==> src/rtl/pulse_encoder.sv <==
// Pulse-interval encoder: frames each accepted word as a fixed preamble followed by
// short/long gap pulse pairs (one pair per bit, MSB first) and a trailing idle gap.
module pulse_encoder #(
   parameter int unsigned WIDTH     = 8,
   parameter int unsigned SHORT_GAP = 2,
   parameter int unsigned LONG_GAP  = 6,
   parameter int unsigned FRAME_GAP = 16
) (
   input  logic             CLK_IN,
   input  logic             RST_IN,
   input  logic [WIDTH-1:0] TX_DATA,
   input  logic             TX_VALID,
   output logic             TX_READY,
   output logic             DATA_OUT,
   output logic             BUSY,
   output logic             FRAME_DONE
);

   localparam int unsigned BCW  = $clog2(WIDTH + 1);
   localparam int unsigned MAXG = (LONG_GAP > FRAME_GAP) ? LONG_GAP : FRAME_GAP;
   localparam int unsigned ICW  = $clog2(((MAXG > 5) ? MAXG : 5) + 1);

   localparam logic [2:0] S_IDLE     = 3'd0;
   localparam logic [2:0] S_PREAMBLE = 3'd1;
   localparam logic [2:0] S_GAP_A    = 3'd2;
   localparam logic [2:0] S_PULSE_A  = 3'd3;
   localparam logic [2:0] S_GAP_B    = 3'd4;
   localparam logic [2:0] S_PULSE_B  = 3'd5;
   localparam logic [2:0] S_TRAIL    = 3'd6;

   localparam logic [ICW-1:0] PRE_LAST   = ICW'(4);
   localparam logic [ICW-1:0] SHORT_LAST = ICW'(SHORT_GAP - 1);
   localparam logic [ICW-1:0] LONG_LAST  = ICW'(LONG_GAP - 1);
   localparam logic [ICW-1:0] TRAIL_LAST = ICW'(FRAME_GAP - 1);
   localparam logic [BCW-1:0] BIT_LAST   = BCW'(WIDTH - 1);

   logic [2:0]       r_state;
   logic [ICW-1:0]   r_cnt;
   logic [BCW-1:0]   r_bit;
   logic [WIDTH-1:0] r_shift;
   logic             r_data_out;
   logic             r_busy;
   logic             r_frame_done;

   logic [2:0]       w_state_nxt;
   logic [ICW-1:0]   w_cnt_nxt;
   logic [BCW-1:0]   w_bit_nxt;
   logic [WIDTH-1:0] w_shift_nxt;
   logic             w_dout_nxt;
   logic             w_done_nxt;
   logic [ICW-1:0]   w_gap_a_last;
   logic [ICW-1:0]   w_gap_b_last;

   // A 1 bit puts the long interval first, a 0 bit the short one.
   assign w_gap_a_last = r_shift[WIDTH-1] ? LONG_LAST  : SHORT_LAST;
   assign w_gap_b_last = r_shift[WIDTH-1] ? SHORT_LAST : LONG_LAST;

   assign TX_READY   = (r_state == S_IDLE);
   assign DATA_OUT   = r_data_out;
   assign BUSY       = r_busy;
   assign FRAME_DONE = r_frame_done;

   // Next-state logic; DATA_OUT/FRAME_DONE are computed for the next cycle so they leave a flop.
   always_comb begin
      w_state_nxt = r_state;
      w_cnt_nxt   = r_cnt;
      w_bit_nxt   = r_bit;
      w_shift_nxt = r_shift;
      w_dout_nxt  = 1'b0;
      w_done_nxt  = 1'b0;
      case (r_state)
         S_IDLE: begin
            if (TX_VALID) begin
               w_state_nxt = S_PREAMBLE;
               w_cnt_nxt   = '0;
               w_bit_nxt   = '0;
               w_shift_nxt = TX_DATA;
               w_dout_nxt  = 1'b1;
            end
         end
         S_PREAMBLE: begin
            if (r_cnt == PRE_LAST) begin
               w_state_nxt = S_GAP_A;
               w_cnt_nxt   = '0;
            end else begin
               w_cnt_nxt  = r_cnt + ICW'(1);
               w_dout_nxt = r_cnt[0];
            end
         end
         S_GAP_A: begin
            if (r_cnt == w_gap_a_last) begin
               w_state_nxt = S_PULSE_A;
               w_cnt_nxt   = '0;
               w_dout_nxt  = 1'b1;
            end else begin
               w_cnt_nxt = r_cnt + ICW'(1);
            end
         end
         S_PULSE_A: begin
            w_state_nxt = S_GAP_B;
            w_cnt_nxt   = '0;
         end
         S_GAP_B: begin
            if (r_cnt == w_gap_b_last) begin
               w_state_nxt = S_PULSE_B;
               w_cnt_nxt   = '0;
               w_dout_nxt  = 1'b1;
            end else begin
               w_cnt_nxt = r_cnt + ICW'(1);
            end
         end
         S_PULSE_B: begin
            w_cnt_nxt = '0;
            if (r_bit == BIT_LAST) begin
               w_state_nxt = S_TRAIL;
               w_done_nxt  = (FRAME_GAP == 1);
            end else begin
               w_state_nxt = S_GAP_A;
               w_bit_nxt   = r_bit + BCW'(1);
               w_shift_nxt = r_shift << 1;
            end
         end
         S_TRAIL: begin
            if (r_cnt == TRAIL_LAST) begin
               w_state_nxt = S_IDLE;
               w_cnt_nxt   = '0;
            end else begin
               w_cnt_nxt  = r_cnt + ICW'(1);
               w_done_nxt = ((r_cnt + ICW'(1)) == TRAIL_LAST);
            end
         end
         default: begin
            w_state_nxt = S_IDLE;
            w_cnt_nxt   = '0;
         end
      endcase
   end

   always_ff @(posedge CLK_IN) begin
      if (RST_IN) begin
         r_state      <= S_IDLE;
         r_cnt        <= '0;
         r_bit        <= '0;
         r_shift      <= '0;
         r_data_out   <= 1'b0;
         r_busy       <= 1'b0;
         r_frame_done <= 1'b0;
      end else begin
         r_state      <= w_state_nxt;
         r_cnt        <= w_cnt_nxt;
         r_bit        <= w_bit_nxt;
         r_shift      <= w_shift_nxt;
         r_data_out   <= w_dout_nxt;
         r_busy       <= (w_state_nxt != S_IDLE);
         r_frame_done <= w_done_nxt;
      end
   end

endmodule

==> config.mk <==
export PLATFORM = sky130hd
export DESIGN_NAME = pulse_encoder
export DESIGN_NICKNAME = d
export VERILOG_FILES = /design/src/rtl/pulse_encoder.sv
export SDC_FILE = /design/constraint.sdc
export NUM_CORES = 1
export LEC_CHECK = 0
export CAP_MARGIN = 0
export CORE_MARGIN = 2
export CORE_UTILIZATION = 49
export DETAILED_ROUTE_END_ITERATION = 12
export PLACE_DENSITY = 0.85
export SYNTH_ARGS = -nofsm -noshare
export SYNTH_HDL_FRONTEND = slang
export SYNTH_SLANG_ARGS = --single-unit
==> constraint.sdc <==
create_clock -name CLK_IN -period 2.1 [get_ports CLK_IN]
set_input_delay 0.21 -clock CLK_IN [delete_from_list [all_inputs] [get_ports CLK_IN]]
set_output_delay 0.21 -clock CLK_IN [all_outputs]
set_load 0.1 [all_outputs]
==> metrics.txt <==
final hold vios=0; clock-pin slew on the worst setup and hold paths=0.13 ns; crit path launch type=register; FF-to-FF path depth=7; Synth Area per Inst=a little under 8 µm²; std cell rows=18; Core ar.=2430 µm²; layout cells sized above 1=18.2%; DP HPWL=1.86 mm; combinational share of power=19.4%; max-cap viol count=0; total power=834 µW; H-Tree Depth=1; final worst slack=just under 0.09 ns; drt first-iter violations=14; largest net degree at the start of global routing=19; FMAX=497 MHz; period utilization=95.8%; final wirelength=2.57 mm; setup violators final=0; via count=1145; antenna violations before repair=0; YS warnings=0; ratio of routed vias to standard cells=5.56; Die H=between 50 and 60 µm; Hold Crit Class=reg2reg; sequential power share=between 50% and 60%; Sw Share=29.0%; first-pass GRT wire length=4.26 mm; Die W=54.3 µm; Synth cell types=39; Worst-Skew Late Latency=0.31 ns; leakage=0.602 nW; Mapped Cells=between 150 and 200; Pwr Density=555 nW/µm²; Ports=15; Worst setup EP type=register; clk sinks=23; Min Hold Slack=0.507 ns; CP Data Arrival Time=2.22 ns; fillers=216; Least-Margin Pin Slew=0.542 ns; gp weighted congestion=0.857; worst setup slack after placement=about 0.029 ns; CTS tree=done; outcome=completed; diode count=0; DRC=0; Routed Antenna Nets=0; Post-Syn Area=1240 µm²; Pint=592 µW; Slew Limit Headroom=63.8%; Slew Viols, Final=0; WL/cell=12.5 µm; VDD IR max=around 440 µV; Layout Nets=195; multi-input logic area=757 µm²; number of global-route vias before repair=a little over 1000; clock buffer depth=2; Post-CTS Hold Fix Bufs=0; crit path time final=2.01 ns; DIE AREA=2950 µm²; post-route cell area=1500 µm²; hold depth=2; critical path data required time=2.30 ns; Total GRT Usage=19.6%; type of the worst setup path=reg2reg; Core Util, Final=61.8%; total CTS buffers=3; Clock Skew=0.0104 ns; synthesized net count=176; Area Growth Syn to Fin=21.2%; initial core utilization=51.0%; CTS root buf=clkbuf_4; clock group share of total power=roughly a quarter; Placed Area=1430 µm²; DRT Pass-1 Iters=4; register area share after synthesis=between 30% and 40%; flop2flop setup slack=0.09 ns; register area=468 µm²; Net Switching=242 µW; IO buf count=14; Yosys reg bits=23; grt ovf=0; CP Max Fanout=4
[layer usage]
metal  global-route usage, %  wire length [µm]
met4                    7.08                14
met1                    24.2              1200
met2                    34.1              1260
met5                       0                 0
met3                    3.28                89
[cells in the final DEF (no fill, tap or decap), types with 2 or more instances in the layout]
cell and count:
a21oi_1 24, buf_4 13, nand3_1 3, nor3_1 6, clkbuf_4 3, inv_1 4
nand2_1 18, nor2b_1 5, nor4_1 3, a31oi_1 2, dfxtp_1 21, dfxtp_4 2
clkdlybuf4s50_1 10, nor2_1 24, ha_1 6, nand3b_1 2
[per-stage QoR]
stage	instances	setup TNS [ns]
global placement	200	0
global route	206	-0.0138
CTS	204	0
finish	206	0
floorplan	158	0
detailed placement	200	0
[power groups by stage]
stage,sequential [mW],clock (mW),combinational [mW]
after CTS,0.471,0.209,0.154
after global placement,0.479,0,0.151
after floorplan,0.497,0,0.0850
after global routing,0.474,0.225,0.178
final,0.471,0.201,0.162
after detailed placement,0.481,0,0.153
[cell type report]
type	instances	share of cell area (%)
clock inverter	1	0.333
tap	30	2.50
sequential	23	31.1
multi-input combinational	122	50.4
inverter	4	0.999
clock buffer	3	1.50
timing repair buffer	23	13.2
[cells by family after synthesis]
| logic type | after synthesis | share of synthesized area, % |
|---|---|---|
| buffers and inverters | 13 | 4.14 |
| adder cells (fa/ha/maj) | 7 | 7.06 |
| XOR/XNOR | 2 | 1.41 |
| AO/OA/AOI/OAI | 39 | 19.3 |
| flip-flops | 23 | 37.1 |
| AND/OR/NAND/NOR | 73 | 30.1 |
| multiplexers | 1 | 0.908 |
[critical path: stages (launching register included)]
cell	delay [ns]
dfxtp_4	0.40
buf_4	0.12
ha_1	0.15
or3b_4	0.38
o211a_1	0.23
or4_4	0.46
a22oi_2	0.13
nor2_1	0.05
[synthesized netlist by cell type]
cell	n	area [µm²]
a211oi_1	1	7.51
a21oi_1	24	120
a221oi_1	1	8.76
a22oi_1	1	7.51
a22oi_2	1	12.5
a2bb2oi_1	1	8.76
a311oi_1	1	8.76
a31oi_1	2	12.5
and2_2	1	7.51
and3_1	1	6.26
and3b_1	1	8.76
and4_1	1	8.76
and4bb_2	1	12.5
buf_2	2	10.0
clkbuf_1	7	26.3
dfxtp_1	23	460
ha_1	7	87.6
inv_1	4	15.0
mux2_2	1	11.3
nand2_1	18	67.6
nand2b_1	1	6.26
nand3_1	3	15.0
nand3b_1	2	15.0
nor2_1	24	90.1
nor2b_1	5	31.3
nor3_1	7	35.0
nor4_1	3	18.8
nor4b_2	1	15.0
o2111ai_1	1	8.76
o211a_1	1	10.0
o21ai_0	3	15.0
o21ba_2	1	10.0
o22a_1	1	8.76
or3_1	1	6.26
or3b_1	1	8.76
or3b_2	1	8.76
or4_4	1	11.3
xnor2_1	1	8.76
xor2_1	1	8.76
[timing repair]
item                       4_1_cts  5_1_grt
setup endpoints to repair        0        4
resized for setup                0       11
setup buffers                    0        2
[path summary, 6_finish.rpt]
kind                           startpoint                      end
hold reg to reg   r_shift[2]$_SDFFE_PP0P_  r_shift[2]$_SDFFE_PP0P_
setup reg to reg    r_cnt[0]$_SDFFE_PP0P_    r_cnt[1]$_SDFFE_PP0P_
hold / removal    r_shift[2]$_SDFFE_PP0P_  r_shift[2]$_SDFFE_PP0P_
setup / recovery    r_cnt[0]$_SDFFE_PP0P_    r_cnt[1]$_SDFFE_PP0P_
[registers in the layout (all words and copies together), names as in the netlist]
register and cells:
BUSY 1, DATA_OUT 1, FRAME_DONE 1, r_bit 4, r_cnt 5, r_shift 8, r_state 3
No activity file was read; power rests on OpenSTA's default activity.
==> RTL change 1: new RTL, same settings <==
Change the parameter `LONG_GAP` from 6 to 7.
--- a/src/rtl/pulse_encoder.sv
+++ b/src/rtl/pulse_encoder.sv
@@ -3,7 +3,7 @@
 module pulse_encoder #(
    parameter int unsigned WIDTH     = 8,
    parameter int unsigned SHORT_GAP = 2,
-   parameter int unsigned LONG_GAP  = 6,
+   parameter int unsigned LONG_GAP  = 7,
    parameter int unsigned FRAME_GAP = 16
 ) (
    input  logic             CLK_IN,
Function: same outputs for any inputs over 10 cycles, from zero or initial values and one cycle with RST_IN high; that may be too few to reach the edited logic, so the function may still have changed.
==> RTL change 1 against the unedited design <==
Combinational power grew 31%; largest power group unchanged; sequential cell count is the same; synthesized cell count grew 1.9%; synthesized area grew 8.4%; worst hold slack lost 0.054 ns; via count grew 10%; power grew 9.0%; routed wire length grew 17%; worst setup slack gained 0.053 ns; critical path depth is the same; largest cell class unchanged; clock power grew 6%; highest routed layer unchanged; design area grew 5.1%.
==> RTL change 1: results (changes against the unedited design) <==
* IO Port Bufs at 14 (unchanged)
* Slew @ Worst Pin at 0.6776 ns (+0.1356 ns)
* Clk root buf: clkbuf_4
* Max H-tree Level at 1 (unchanged)
* Initial DRC count at 47 (+33)
* TritonCTS buffer count at 3 (unchanged)
* Clock Pin Slew Worst Setup and Hold Paths at 0.13 ns (about the same)
* Largest net degree at the start of global routing at 20 (+1)
* DRT Pass-1 Iters at 4 (unchanged)
* DR DRC count at 0 (unchanged)
* Via-to-Cell Ratio at 6.033 (+8.6%)
* Top Registers: r_shift: 8 flops, r_cnt: 5 flops, r_bit: 4 flops
* Share of cells above drive strength 1 at 18.44% (+0.25 points)
* Initial antenna violation count at 0 (unchanged)
* HP Class: in -> reg
* Ys Warns at 0 (unchanged)
* Hold WS at 0.4528 ns (-0.05421 ns)
* R2R setup slack at 0.14 ns (+0.05 ns)
* Worst Skew at 0.001766 ns (-0.008640 ns)
* Nets at 197 (+1.0%)
* Synth top area cells: dfxtp_1 (34%), nand2_1 (6.7%), ha_1 (5.6%), nor2_1 (5.0%), a311oi_1 (4.6%)
* Syn Nets at 178 (+1.1%)
* # fillers at 218 (+0.93%)
* Pleak at 0.0005846 uW (-2.9%)
* Outcome: finished, final reports clean
* Post-synth ARST share at 0% (unchanged)
* Top cells by count, synth: nand2_1 (24), dfxtp_1 (23), nor2_1 (18), a21oi_1 (10)
* Total global routing track utilization at 18.83% (-0.80 points)
* Worst ir drop on vdd at 501.3 uV (+13%)
* Clk_lat worst skew at 0.32 ns
* GR Util met2 at 31.60% (-2.5 points)
* Vias in the first global route at 1132 (+11%)
* Grt met1 use at 24.58% (+0.37 points)
* Seq/Total Area, Yosys at 34.26% (-2.9 points)
* Detailed Route WL at 2995 um (+17%)
* Dpl hpwl at 2205 um (+18%)
* Final Wtd Congestion at 0.8765 (+2.3%)
* Antenna diode count at 0 (unchanged)
* Setup Buffers After CTS at 0 (unchanged)
* Yosys cell types at 41 (+5.1%)
* Arr. time, crit path at 2.19 ns (-0.03 ns)
* Met3 Use GR at 4.378% (+1.1 points)
* First-pass GRT wire length at 4850 um (+14%)
* CTS max path bufs at 2 (unchanged)
* CP Max Fanout at 9 (+5)
* Top FF cell, synth: dfxtp_1
[RTL change 1: cell types whose count changed in the layout (fill, tap and decap cells not counted), sizes merged, moves of 3 or more]
cell and delta:
nor3 -3, nor2 -6, or4b +3, o221ai +3, a21oi -14, a311oi +6, nand2 +6
[RTL change 1: worst paths after layout]
| check | start | endpoint | depth (start not counted) |
|---|---|---|---|
| max | r_cnt[0]$_SDFFE_PP0P_ | DATA_OUT$_SDFF_PP0_ | 7 |
| min | TX_DATA[4] | r_shift[4]$_SDFFE_PP0P_ | 3 |
| max reg2reg | r_cnt[0]$_SDFFE_PP0P_ | DATA_OUT$_SDFF_PP0_ | 7 |
| min reg2reg | r_shift[2]$_SDFFE_PP0P_ | r_shift[3]$_SDFFE_PP0P_ | 2 |
[RTL change 1: power breakdown]
part	internal, uW	leakage [uW]	switching, uW
clock network	72.8	0.0000139	141
logic	88.7	0.000382	123
registers	461	0.000189	22.9
total	622	0.000585	286
[RTL change 1: cells by family (layout without fill, tap and decap cells)]
family                   Yosys count  count (layout)  synth area share [%]
AND/OR/NAND/NOR                   77              77                 31.28
AO/OA/AOI/OAI                     35              35                 20.39
adder cells (fa/ha/maj)            7               7                 6.331
XOR/XNOR                           3               3                 1.956
flip-flops                        23              23                 34.26
buffers and inverters             16              34                 5.773
[RTL change 1: routing by layer]
layer	share of wire, %	vias to the layer above
li1	-	627
met1	45	592
met2	49	38
met3	5.1	4
met4	0.97	0
met5	0	-
[RTL change 1: layout make-up]
class                           count  area share [%]
Clock buffer                        3           1.426
Clock inverter                      1          0.4754
Inverter                            5           1.189
Multi-Input combinational cell    122           51.74
Sequential cell                    23           29.32
Tap cell                           30           2.377
Timing Repair Buffer               25           13.47
[RTL change 1: through the flow]
step / instance area [um^2] / cells / utilization (%) / setup slack (ns)
final: 1579 / 209 / 62.05 / 0.1415
after global routing: 1579 / 209 / 62.05 / 0.03908
after CTS: 1577 / 209 / 61.95 / 0.05443
after detailed placement: 1546 / 205 / 60.77 / 0.08202
after global placement: 1546 / 205 / 60.77 / 0.2050
after floorplan: 1355 / 161 / - / 0.2906
[RTL change 1: timing repair]
action | 4_1_cts | 5_1_grt
hold buffers | 0 | 0
resized for setup | 0 | 2
setup endpoints to repair | 0 | 3
[RTL change 1: critical path: stages, from the launching register on]
cell and delay (ns):
dfxtp_2 0.42, inv_1 0.12, ha_1 0.21, nor4bb_1 0.14
or3b_2 0.53, nor2_1 0.13, nor2_1 0.06, a211oi_1 0.26
==> RTL change 2: new RTL, config.mk and constraints unchanged <==
Without the edit above. `r_shift` no longer has a reset.
--- a/src/rtl/pulse_encoder.sv
+++ b/src/rtl/pulse_encoder.sv
@@ -141,7 +141,6 @@
          r_state      <= S_IDLE;
          r_cnt        <= '0;
          r_bit        <= '0;
-         r_shift      <= '0;
          r_data_out   <= 1'b0;
          r_busy       <= 1'b0;
          r_frame_done <= 1'b0;
@@ -149,12 +148,15 @@
          r_state      <= w_state_nxt;
          r_cnt        <= w_cnt_nxt;
          r_bit        <= w_bit_nxt;
-         r_shift      <= w_shift_nxt;
          r_data_out   <= w_dout_nxt;
          r_busy       <= (w_state_nxt != S_IDLE);
          r_frame_done <= w_done_nxt;
       end
    end
 
+   always_ff @(posedge CLK_IN) begin
+      r_shift <= w_shift_nxt;
+   end
+
 endmodule
 
Function: same outputs for any inputs over 10 cycles, from zero or initial values and one cycle with RST_IN high; that may be too few to reach the edited logic, so the function may still have changed.
==> RTL change 2 against the unedited design <==
Worst setup slack gained 0.053 ns; power grew 1.6%; core utilization fell by 1.8 points; die area is 4.8% higher; routed wire length decreased by 6.0%; synthesized cell count decreased by 12%; sequential cell count is the same; synthesized area grew 5.1%; global-route usage is 2.6 points lower; clock skew fell by 0.0081 ns; design area down 0.25%; first-iteration DRC count grew 86%; worst hold slack improved by 0.025 ns.
==> RTL change 2: results (changes against the unedited design) <==
* R2R Path Start: r_cnt[0]$_SDFFE_PP0P_
* Largest net degree at the start of global routing at 16 (-3)
* Synth top area cells: dfxtp_1 (23%), edfxtp_1 (18%), nand2_1 (7.2%), ha_1 (6.7%), buf_6 (3.5%)
* Final Wtd Congestion at 0.8665 (+1.1%)
* Post-Synthesis Cells at 139 (-12%)
* Worst ir drop on vdd at 449.7 uV (+1.8%)
* Number of flops mapped to enable cells by yosys at 8 (+8)
* Share of cells above drive strength 1 at 17.42% (-0.76 points)
* CP Max Fanout at 6 (+2)
* TritonCTS buffer count at 3 (unchanged)
* Slew @ Worst Pin at 0.5492 ns (+0.007153 ns)
* DR vias at 1052 (-8.1%)
* Seq/Total Area, Yosys at 41.46% (+4.3 points)
* Pleak at 0.0005901 uW (-2.0%)
* Placement Setup Slack at 0.1040 ns (+0.07480 ns)
* Outcome: finished, final reports clean
* Detailed Route WL at 2411 um (-6.0%)
* Routed wire length per instance at 13.03 um (+4.6%)
* Vias in the first global route at 983 (-3.5%)
* Initial DRC count at 26 (+12)
* Top Registers: r_shift: 8 flops, r_cnt: 5 flops, r_bit: 4 flops
* Worst Skew at 0.002276 ns (-0.008130 ns)
* Placed Instances at 181 (-9.5%)
* CTS max path bufs at 2 (unchanged)
* Yosys cell types at 42 (+7.7%)
* Syn Nets at 157 (-11%)
* Worst hold start: r_shift[3]$_DFFE_PP_
* Total global routing track utilization at 17.07% (-2.6 points)
* Top cells by count, synth: nand2_1 (25), dfxtp_1 (15), nor2_1 (10), edfxtp_1 (8)
* Dpl hpwl at 1826 um (-1.9%)
* IO Port Bufs at 14 (unchanged)
* Nets at 174 (-11%)
-- RTL change 2: cell count changes in the layout (fill, tap and decap cells not counted), sizes merged, moves of 2 or more --
cell / delta
a21oi: -17
nand2: +7
dfxtp: -8
edfxtp: +8
or3b: -2
nand3: +4
nor3: -4
nor3b: +2
nor2: -14
a2111oi: +2
buf: -5
inv: +3
a31oi: +2
-- RTL change 2: path summary, 6_finish.rpt --
path                                         endpoint  slack [ns]  cells after the start
worst min-delay path             r_shift[4]$_DFFE_PP_        0.53                      2
worst max register to register  r_cnt[3]$_SDFFE_PP0P_        0.14                      8
worst min register to register   r_shift[4]$_DFFE_PP_        0.53                      2
worst max-delay path            r_cnt[3]$_SDFFE_PP0P_        0.14                      8
-- RTL change 2: timing repair --
item	CTS	global route
hold buffers	0	0
hold endpoints to repair	0	0
resized for setup	0	3
setup endpoints to repair	0	3
-- RTL change 2: power by group --
group / internal [uW] / total (uW) / leakage [uW] / switching, uW
Sequential: 481 / 496 / 0.000200 / 15.2
Clock: 71.4 / 206 / 0.0000177 / 135
Combinational: 62.0 / 145 / 0.000373 / 83.3
Total: 614 / 848 / 0.000590 / 233
-- RTL change 2: cells by family after synthesis --
kind of cell               share of synthesized area, %
xor gates and xnor gates                          2.016
AOI/OAI and AO/OA                                 12.67
DFF                                               41.46
muxes                                            0.7678
buffers and inverters                             6.909
adders and majority gates                         6.718
and+or+nand+nor                                   29.46
-- RTL change 2: area by class of cell --
cell class	instances	area, um^2
sequential	23	544.3
clock inverter	1	5.005
inverter	7	26.28
clock buffer	3	22.52
multi-input combinational	103	690.7
fill	207	1001
tap	30	37.54
timing repair buffer	18	172.7
-- RTL change 2: stage by stage --
step	instance area [um^2]	hold WS, ns	total power, uW
2_1_floorplan	1319	0.2826	602.5
3_3_place_gp	1465	0.4938	648.2
3_5_place_dp	1465	0.5064	651.4
4_1_cts	1493	0.5316	855.0
5_1_grt	1499	0.5352	888.7
6_report	1499	0.5323	847.8
-- RTL change 2: metal layers --
layer | GRT usage [%] | part of all wire [%] | up-vias
met2 | 29.25 | 50 | 24
met5 | 0 | 0 | -
li1 | - | - | 531
met4 | 8.014 | 2.0 | 0
met1 | 20.80 | 44 | 492
met3 | 2.791 | 3.9 | 5
-- RTL change 2: worst max-delay path: stages, from the launching register on --
cell     delay (ns)
dfxtp_2        0.38
ha_1           0.23
nand3_1        0.11
inv_1          0.05
ha_1           0.20
or4_4          0.52
or4b_4         0.24
o21ai_1        0.08
a21oi_2        0.12
